<file path="src/rtl/cpu_ctrl_pkg.sv">
// Shared state encoding, owner tags and Moore output decode for the MBR access sequencer.
package cpu_ctrl_pkg;

  typedef enum logic [2:0] {
    IDLE,
    RD_REQ,
    RD_LATCH,
    WR_ACC,
    WR_OUT,
    WR_REQ,
    DONE,
    ERR
  } state_e;

  typedef enum logic {
    OWN_FETCH = 1'b0,
    OWN_EXEC  = 1'b1
  } owner_e;

  typedef struct packed {
    logic c3;
    logic c11;
    logic c12;
    logic mem_rd;
    logic mem_wr;
    logic busy;
    logic done;
    logic err;
  } ctrl_out_t;

  // Output pattern of a state; evaluated on the next state so outputs come straight from flops.
  function automatic ctrl_out_t decode_state(state_e s);
    ctrl_out_t o;
    o = '0;
    case (s)
      RD_REQ:   o.mem_rd = 1'b1;
      RD_LATCH: begin o.mem_rd = 1'b1; o.c3 = 1'b1; end
      WR_ACC:   o.c12 = 1'b1;
      WR_OUT:   o.c11 = 1'b1;
      WR_REQ:   o.mem_wr = 1'b1;
      DONE:     o.done = 1'b1;
      ERR:      begin o.done = 1'b1; o.err = 1'b1; end
      default:  o = '0;
    endcase
    o.busy = (s != IDLE);
    return o;
  endfunction

endpackage

</file>
<file path="src/rtl/mbr_access_ctrl_if.sv">
// Requester, strobe and memory-port bundle of the MBR access sequencer.
interface mbr_access_ctrl_if #(
  parameter int ADDR_W = 12
);
  logic              f_req;
  logic [ADDR_W-1:0] f_addr;
  logic              f_done;
  logic              f_err;
  logic              e_req;
  logic              e_we;
  logic [ADDR_W-1:0] e_addr;
  logic              e_done;
  logic              e_err;
  logic              C3;
  logic              C11;
  logic              C12;
  logic [ADDR_W-1:0] mem_addr;
  logic              mem_rd;
  logic              mem_wr;
  logic              mem_ack;
  logic              busy;

  modport master (
    output f_req, f_addr, e_req, e_we, e_addr, mem_ack,
    input  f_done, f_err, e_done, e_err, C3, C11, C12, mem_addr, mem_rd, mem_wr, busy
  );

  modport slave (
    input  f_req, f_addr, e_req, e_we, e_addr, mem_ack,
    output f_done, f_err, e_done, e_err, C3, C11, C12, mem_addr, mem_rd, mem_wr, busy
  );
endinterface

</file>
<file path="src/rtl/mbr_access_ctrl_rr_arb2.sv">
// Two-input round-robin arbiter; a tie goes to the requester that did not win last time.
module rr_arb2
  import cpu_ctrl_pkg::*;
(
  input  logic   clk,
  input  logic   rst,
  input  logic   i_req_f,
  input  logic   i_req_e,
  input  logic   i_upd,
  output logic   o_gnt_vld,
  output owner_e o_gnt_own
);

  owner_e r_last;

  always_ff @(posedge clk) begin
    if (rst) begin
      r_last <= OWN_EXEC;
    end else if (i_upd && o_gnt_vld) begin
      r_last <= o_gnt_own;
    end
  end

  always_comb begin
    o_gnt_vld = i_req_f || i_req_e;
    o_gnt_own = OWN_FETCH;
    if (i_req_f && i_req_e) begin
      o_gnt_own = (r_last == OWN_FETCH) ? OWN_EXEC : OWN_FETCH;
    end else if (i_req_e) begin
      o_gnt_own = OWN_EXEC;
    end
  end

endmodule

</file>
<file path="src/rtl/mbr_access_ctrl.sv">
// MBR / memory-port sequencer: arbitrates fetch and execute, drives C3/C11/C12 and the mem handshake.
module mbr_access_ctrl
  import cpu_ctrl_pkg::*;
#(
  parameter int ADDR_W  = 12,
  parameter int TIMEOUT = 15
) (
  input logic              clk,
  input logic              rst,
  mbr_access_ctrl_if.slave bus
);

  localparam int WAIT_W = (TIMEOUT > 0) ? $clog2(TIMEOUT + 1) : 1;
  localparam logic [WAIT_W-1:0] WAIT_LAST = (TIMEOUT > 0) ? WAIT_W'(TIMEOUT - 1) : '0;
  localparam bit TO_EN = (TIMEOUT > 0);

  state_e            r_state;
  owner_e            r_own;
  logic [ADDR_W-1:0] r_addr;
  logic [WAIT_W-1:0] r_wait;
  ctrl_out_t         r_out;

  logic   w_gnt_vld;
  owner_e w_gnt_own;
  logic   w_grant_en;
  logic   w_timeout;

  assign w_grant_en = (r_state == IDLE) && w_gnt_vld;
  // An ack in the final allowed cycle takes priority over the timeout.
  assign w_timeout  = TO_EN && (r_wait == WAIT_LAST) && !bus.mem_ack;

  rr_arb2 u_arb (
    .clk       (clk),
    .rst       (rst),
    .i_req_f   (bus.f_req),
    .i_req_e   (bus.e_req),
    .i_upd     (w_grant_en),
    .o_gnt_vld (w_gnt_vld),
    .o_gnt_own (w_gnt_own)
  );

  always_ff @(posedge clk) begin
    if (rst) begin
      r_state <= IDLE;
      r_own   <= OWN_FETCH;
      r_addr  <= '0;
      r_wait  <= '0;
      r_out   <= '0;
    end else begin
      case (r_state)
        IDLE: begin
          if (w_gnt_vld) begin
            r_own  <= w_gnt_own;
            r_addr <= (w_gnt_own == OWN_FETCH) ? bus.f_addr : bus.e_addr;
            r_wait <= '0;
            if ((w_gnt_own == OWN_EXEC) && bus.e_we) begin
              r_state <= WR_ACC;
              r_out   <= decode_state(WR_ACC);
            end else begin
              r_state <= RD_REQ;
              r_out   <= decode_state(RD_REQ);
            end
          end
        end
        RD_REQ: begin
          if (bus.mem_ack) begin
            r_state <= RD_LATCH;
            r_out   <= decode_state(RD_LATCH);
          end else if (w_timeout) begin
            r_state <= ERR;
            r_out   <= decode_state(ERR);
          end else begin
            r_wait <= r_wait + 1'b1;
          end
        end
        RD_LATCH: begin
          r_state <= DONE;
          r_out   <= decode_state(DONE);
        end
        WR_ACC: begin
          r_state <= WR_OUT;
          r_out   <= decode_state(WR_OUT);
        end
        WR_OUT: begin
          r_state <= WR_REQ;
          r_out   <= decode_state(WR_REQ);
          r_wait  <= '0;
        end
        WR_REQ: begin
          if (bus.mem_ack) begin
            r_state <= DONE;
            r_out   <= decode_state(DONE);
          end else if (w_timeout) begin
            r_state <= ERR;
            r_out   <= decode_state(ERR);
          end else begin
            r_wait <= r_wait + 1'b1;
          end
        end
        default: begin
          r_state <= IDLE;
          r_out   <= decode_state(IDLE);
        end
      endcase
    end
  end

  assign bus.C3       = r_out.c3;
  assign bus.C11      = r_out.c11;
  assign bus.C12      = r_out.c12;
  assign bus.mem_rd   = r_out.mem_rd;
  assign bus.mem_wr   = r_out.mem_wr;
  assign bus.busy     = r_out.busy;
  assign bus.mem_addr = r_addr;
  assign bus.f_done   = r_out.done && (r_own == OWN_FETCH);
  assign bus.f_err    = r_out.err  && (r_own == OWN_FETCH);
  assign bus.e_done   = r_out.done && (r_own == OWN_EXEC);
  assign bus.e_err    = r_out.err  && (r_own == OWN_EXEC);

endmodule

</file>
<file path="src/flat_wrapper.sv">
// flat-port wrapper written by rule: the top's interface ports become plain ports
module mbr_access_ctrl_flat import cpu_ctrl_pkg::*;
#(
  parameter int ADDR_W  = 12,
  parameter int TIMEOUT = 15
)
  (clk, rst, bus_f_req, bus_f_addr, bus_e_req, bus_e_we, bus_e_addr, bus_mem_ack, bus_f_done, bus_f_err, bus_e_done, bus_e_err, bus_C3, bus_C11, bus_C12, bus_mem_addr, bus_mem_rd, bus_mem_wr, bus_busy);
  mbr_access_ctrl_if #(.ADDR_W(ADDR_W)) bus_i ();
  input logic clk;
  input logic rst;
  input wire logic [$bits(bus_i.f_req)-1:0] bus_f_req;
  input wire logic [$bits(bus_i.f_addr)-1:0] bus_f_addr;
  input wire logic [$bits(bus_i.e_req)-1:0] bus_e_req;
  input wire logic [$bits(bus_i.e_we)-1:0] bus_e_we;
  input wire logic [$bits(bus_i.e_addr)-1:0] bus_e_addr;
  input wire logic [$bits(bus_i.mem_ack)-1:0] bus_mem_ack;
  output wire logic [$bits(bus_i.f_done)-1:0] bus_f_done;
  output wire logic [$bits(bus_i.f_err)-1:0] bus_f_err;
  output wire logic [$bits(bus_i.e_done)-1:0] bus_e_done;
  output wire logic [$bits(bus_i.e_err)-1:0] bus_e_err;
  output wire logic [$bits(bus_i.C3)-1:0] bus_C3;
  output wire logic [$bits(bus_i.C11)-1:0] bus_C11;
  output wire logic [$bits(bus_i.C12)-1:0] bus_C12;
  output wire logic [$bits(bus_i.mem_addr)-1:0] bus_mem_addr;
  output wire logic [$bits(bus_i.mem_rd)-1:0] bus_mem_rd;
  output wire logic [$bits(bus_i.mem_wr)-1:0] bus_mem_wr;
  output wire logic [$bits(bus_i.busy)-1:0] bus_busy;
  assign bus_i.f_req = bus_f_req;
  assign bus_i.f_addr = bus_f_addr;
  assign bus_i.e_req = bus_e_req;
  assign bus_i.e_we = bus_e_we;
  assign bus_i.e_addr = bus_e_addr;
  assign bus_i.mem_ack = bus_mem_ack;
  assign bus_f_done = bus_i.f_done;
  assign bus_f_err = bus_i.f_err;
  assign bus_e_done = bus_i.e_done;
  assign bus_e_err = bus_i.e_err;
  assign bus_C3 = bus_i.C3;
  assign bus_C11 = bus_i.C11;
  assign bus_C12 = bus_i.C12;
  assign bus_mem_addr = bus_i.mem_addr;
  assign bus_mem_rd = bus_i.mem_rd;
  assign bus_mem_wr = bus_i.mem_wr;
  assign bus_busy = bus_i.busy;
  mbr_access_ctrl #(.ADDR_W(ADDR_W), .TIMEOUT(TIMEOUT)) u_core (.clk(clk), .rst(rst), .bus(bus_i));
endmodule
</file>
<file path="config.mk">
export PLATFORM = sky130hd
export DESIGN_NAME = mbr_access_ctrl_flat
export DESIGN_NICKNAME = d
export VERILOG_FILES = /design/src/rtl/cpu_ctrl_pkg.sv /design/src/rtl/mbr_access_ctrl_if.sv /design/src/rtl/mbr_access_ctrl_rr_arb2.sv /design/src/rtl/mbr_access_ctrl.sv /design/src/flat_wrapper.sv
export SDC_FILE = /design/constraint.sdc
export NUM_CORES = 1
export LEC_CHECK = 0
export CAP_MARGIN = 20
export CORE_AREA = 8 8 85 87
export DETAILED_ROUTE_END_ITERATION = 7
export DIE_AREA = 0 0 93 95
export GPL_TIMING_DRIVEN = 0
export PLACE_DENSITY = 0.56
export SLEW_MARGIN = 10
export SYNTH_ARGS = -nofsm -noshare
export SYNTH_HDL_FRONTEND = slang
export SYNTH_SLANG_ARGS = --single-unit
</file>
<file path="constraint.sdc">
create_clock -name clk -period 3.7 [get_ports clk]
set_clock_uncertainty 0.1 [all_clocks]
set_input_delay 0.37 -clock clk [delete_from_list [all_inputs] [get_ports clk]]
set_output_delay 0.37 -clock clk [all_outputs]
set_load 0.01 [all_outputs]
</file>
==> summary.md <==
| Metric | Value |
|---|---|
| Layout area overhead | 48.0% |
| Worst EP required | 3.74 ns |
| Dominant cell type by area after synthesis | dfxtp_1 |
| Drt drc | 0 |
| Top FF cell, synth | dfxtp_1 |
| Layout cells sized above 1 | 12.9% |
| Final worst slack | 1.86 ns |
| Setup TNS | 0 ns |
| CTS tree | done |
| Routability Congestion | 0.744 |
| Synth async-reset ratio | 0% |
| N_diodes | 0 |
| Worst Path Arrival | 1.88 ns |
| Clk sink count | 29 |
| DR pass1 iterations | 4 |
| Initial antenna violation count | 0 |
| Port Buffers | 49 |
| Total GRT Usage | 9.24% |
| Status | complete, no violations |
| Clock Tree Buf Depth | 2 |
| Die footprint | 8840 um^2 |
| Post-synth cell types | 40 |
| Mapped Nets | 185 |
| Min-Delay Path Class | reg -> reg |
| Grt ovf | 0 |
| Vias in the first global route | 1262 |
| Clock insertion delay at the later pin of the skew report | 0.28 ns |
| DRT Wirelength | 3960 um |
| Max-Cap Viols | 0 |
| Vias | 1302 |
| Core area | 5820 um^2 |
| Post-synth EDFFs | 0 |
| Fin crit period | 1.84 ns |
| Dominant cell by count in the synthesized netlist | dfxtp_1 |
| Yosys warns | 0 |
| Die W | 93 um |
| Endpoints failing setup | 0 |
| PwrDens | 434 nW/um^2 |
| Post-route ant nets | 0 |
| RSZ-0062 raised after global routing | no |
| Register area share after synthesis | 40.6% |
| CTS Hold Bufs | 0 |
| Slew @ Worst Pin | 0.635 ns |
| Type of origin of the critical path | primary input |
| Tcrit/Tclk final | 49.8% |
| H-Tree Depth | 2 |
| Effective utilization at floorplan | 24.6% |
| Endpoints failing hold | 0 |
| Placed cell count | 277 |
| Layout Nets | 241 |
| Syn avg cell area | 9.34 um^2 |
| Row count | 28 |
| Rel. slew slack | 57.6% |
| Largest cells by area after synthesis | dfxtp_1 (41%), mux2i_1 (8.4%), a211oi_2 (7.0%) |
| Area share of the largest cell type after synthesis | 40.6% |
| Vias per inst | 4.57 |
| Largest net degree at the start of global routing | 11 |
| Drt initial violations | 149 |
| Routed length per instance | 13.9 um |
| Setup CP Type | in -> reg |
| Worst slack, placed | 1.52 ns |
| Commonest cells in the netlist | dfxtp_1 (29), nor2_1 (18), a21oi_1 (12), mux2i_1 (12) |
| Synthesized area | 1430 um^2 |
| Cts repair resizes | 0 |
| Non-Filler Instances | 285 |
| Gate Count Post-Synth | 153 |
| Die Y | 95 um |
| Pleak | 0.000772 uW |
| Seq cells post-synth | 29 |
| CTS root buf | clkbuf_8 |
| First-pass GRT wire length | 6400 um |
| Clock slew at reported path FFs | 0.06 ns |
| Crit-path max FO | 10 |
| Number of buffers created by CTS | 5 |
| Peak VDD IR | 0.123 mV |
| Post-CTS Setup Repair Bufs | 0 |
| Slew Limit Fails | 0 |
| Fmax | 543 MHz |
| DP Wirelength | 3000 um |
| Worst setup EP type | flop |
| IO Pins | 52 |
-- logic make-up after synthesis --
kind of cell | Yosys count | synth area share (%)
mux | 12 | 8.41
fa+ha+maj | 2 | 1.75
buf+inv | 14 | 5.69
flops | 29 | 40.6
compound gates | 46 | 24.9
simple gates | 50 | 18.7
-- power by group --
group / switching, uW / total [uW] / leakage (uW) / internal [uW]
Combinational: 126 / 264 / 0.000480 / 137
Sequential: 17.9 / 365 / 0.000239 / 347
Clock: 122 / 290 / 0.0000542 / 168
-- per-layer routing --
layer | vias to the layer above | track usage (%) | share of wire (%)
met1 | 598 | 10.6 | 42
li1 | 668 | - | -
met4 | 0 | 3.62 | 1.4
met2 | 31 | 14.7 | 49
met3 | 5 | 4.13 | 7.8
met5 | - | 0 | 0
-- metrics by stage --
step | area, um^2 | hold slack [ns] | power (uW) | utilization, %
after floorplan | 1430 | 0.359 | 523 | -
after detailed placement | 2010 | 0.349 | 638 | 34.6
after global routing | 2110 | 0.391 | 971 | 36.4
after global placement | 2010 | 0.347 | 636 | 34.6
final | 2110 | 0.363 | 918 | 36.4
after CTS | 2110 | 0.367 | 930 | 36.4
-- worst max-delay path: stages --
cell	delay (ns)
clkdlybuf4s50_1	0.52
a21boi_2	0.40
buf_6	0.23
mux2i_1	0.26
a211oi_2	0.09
-- layout by cell type, fill, tap and decap left out, types with 2 or more instances in the layout --
cell type	n
a211oi_1	8
a211oi_2	8
a21oi_1	12
and2_1	2
and3_1	3
buf_2	2
buf_6	3
clkbuf_1	4
clkbuf_8	7
clkdlybuf4s50_1	49
dfxtp_1	29
ha_1	2
inv_1	4
mux2i_1	12
nand2_1	7
nand3_1	3
nor2_1	18
nor2b_1	4
nor3_1	3
o211ai_1	2
o21ai_0	4
o31ai_1	2
or3_1	2
-- worst paths after layout --
| path | from | to | slack, ns | cells after the start |
|---|---|---|---|---|
| worst min-delay path | u_core.bus.busy$_SDFFE_PP0P_ | u_core.bus.busy$_SDFFE_PP0P_ | 0.36 | 2 |
| worst max-delay path | bus_e_req | u_core.bus.mem_addr[6]$_SDFFE_PP0P_ | 1.86 | 5 |
| worst min register to register | u_core.bus.busy$_SDFFE_PP0P_ | u_core.bus.busy$_SDFFE_PP0P_ | 0.36 | 2 |
| worst max register to register | u_core.r_state[0]$_SDFFE_PP0P_ | u_core.bus.C3$_SDFFE_PP0P_ | 2.08 | 5 |
-- cell type report --
cell class,count,area [um^2]
clock buffer,7,96.3
fill,622,3700
sequential,29,581
multi-input combinational,110,767
timing repair buffer,49,490
clock inverter,1,5.00
inverter,4,15.0
tap,75,93.8
buffer,10,66.3
-- flip-flops by register name (all words and copies together), names as in the netlist --
name / flops
u_core.u_arb.r_last: 1
u_core.r_wait: 4
u_core.bus.mem_wr: 1
u_core.r_out: 2
u_core.r_own: 1
u_core.bus.mem_addr: 12
u_core.bus.C3: 1
u_core.bus.C12: 1
u_core.bus.busy: 1
u_core.bus.mem_rd: 1
u_core.bus.C11: 1
u_core.r_state: 3
Note: power is estimated with default switching activity, not from simulation.
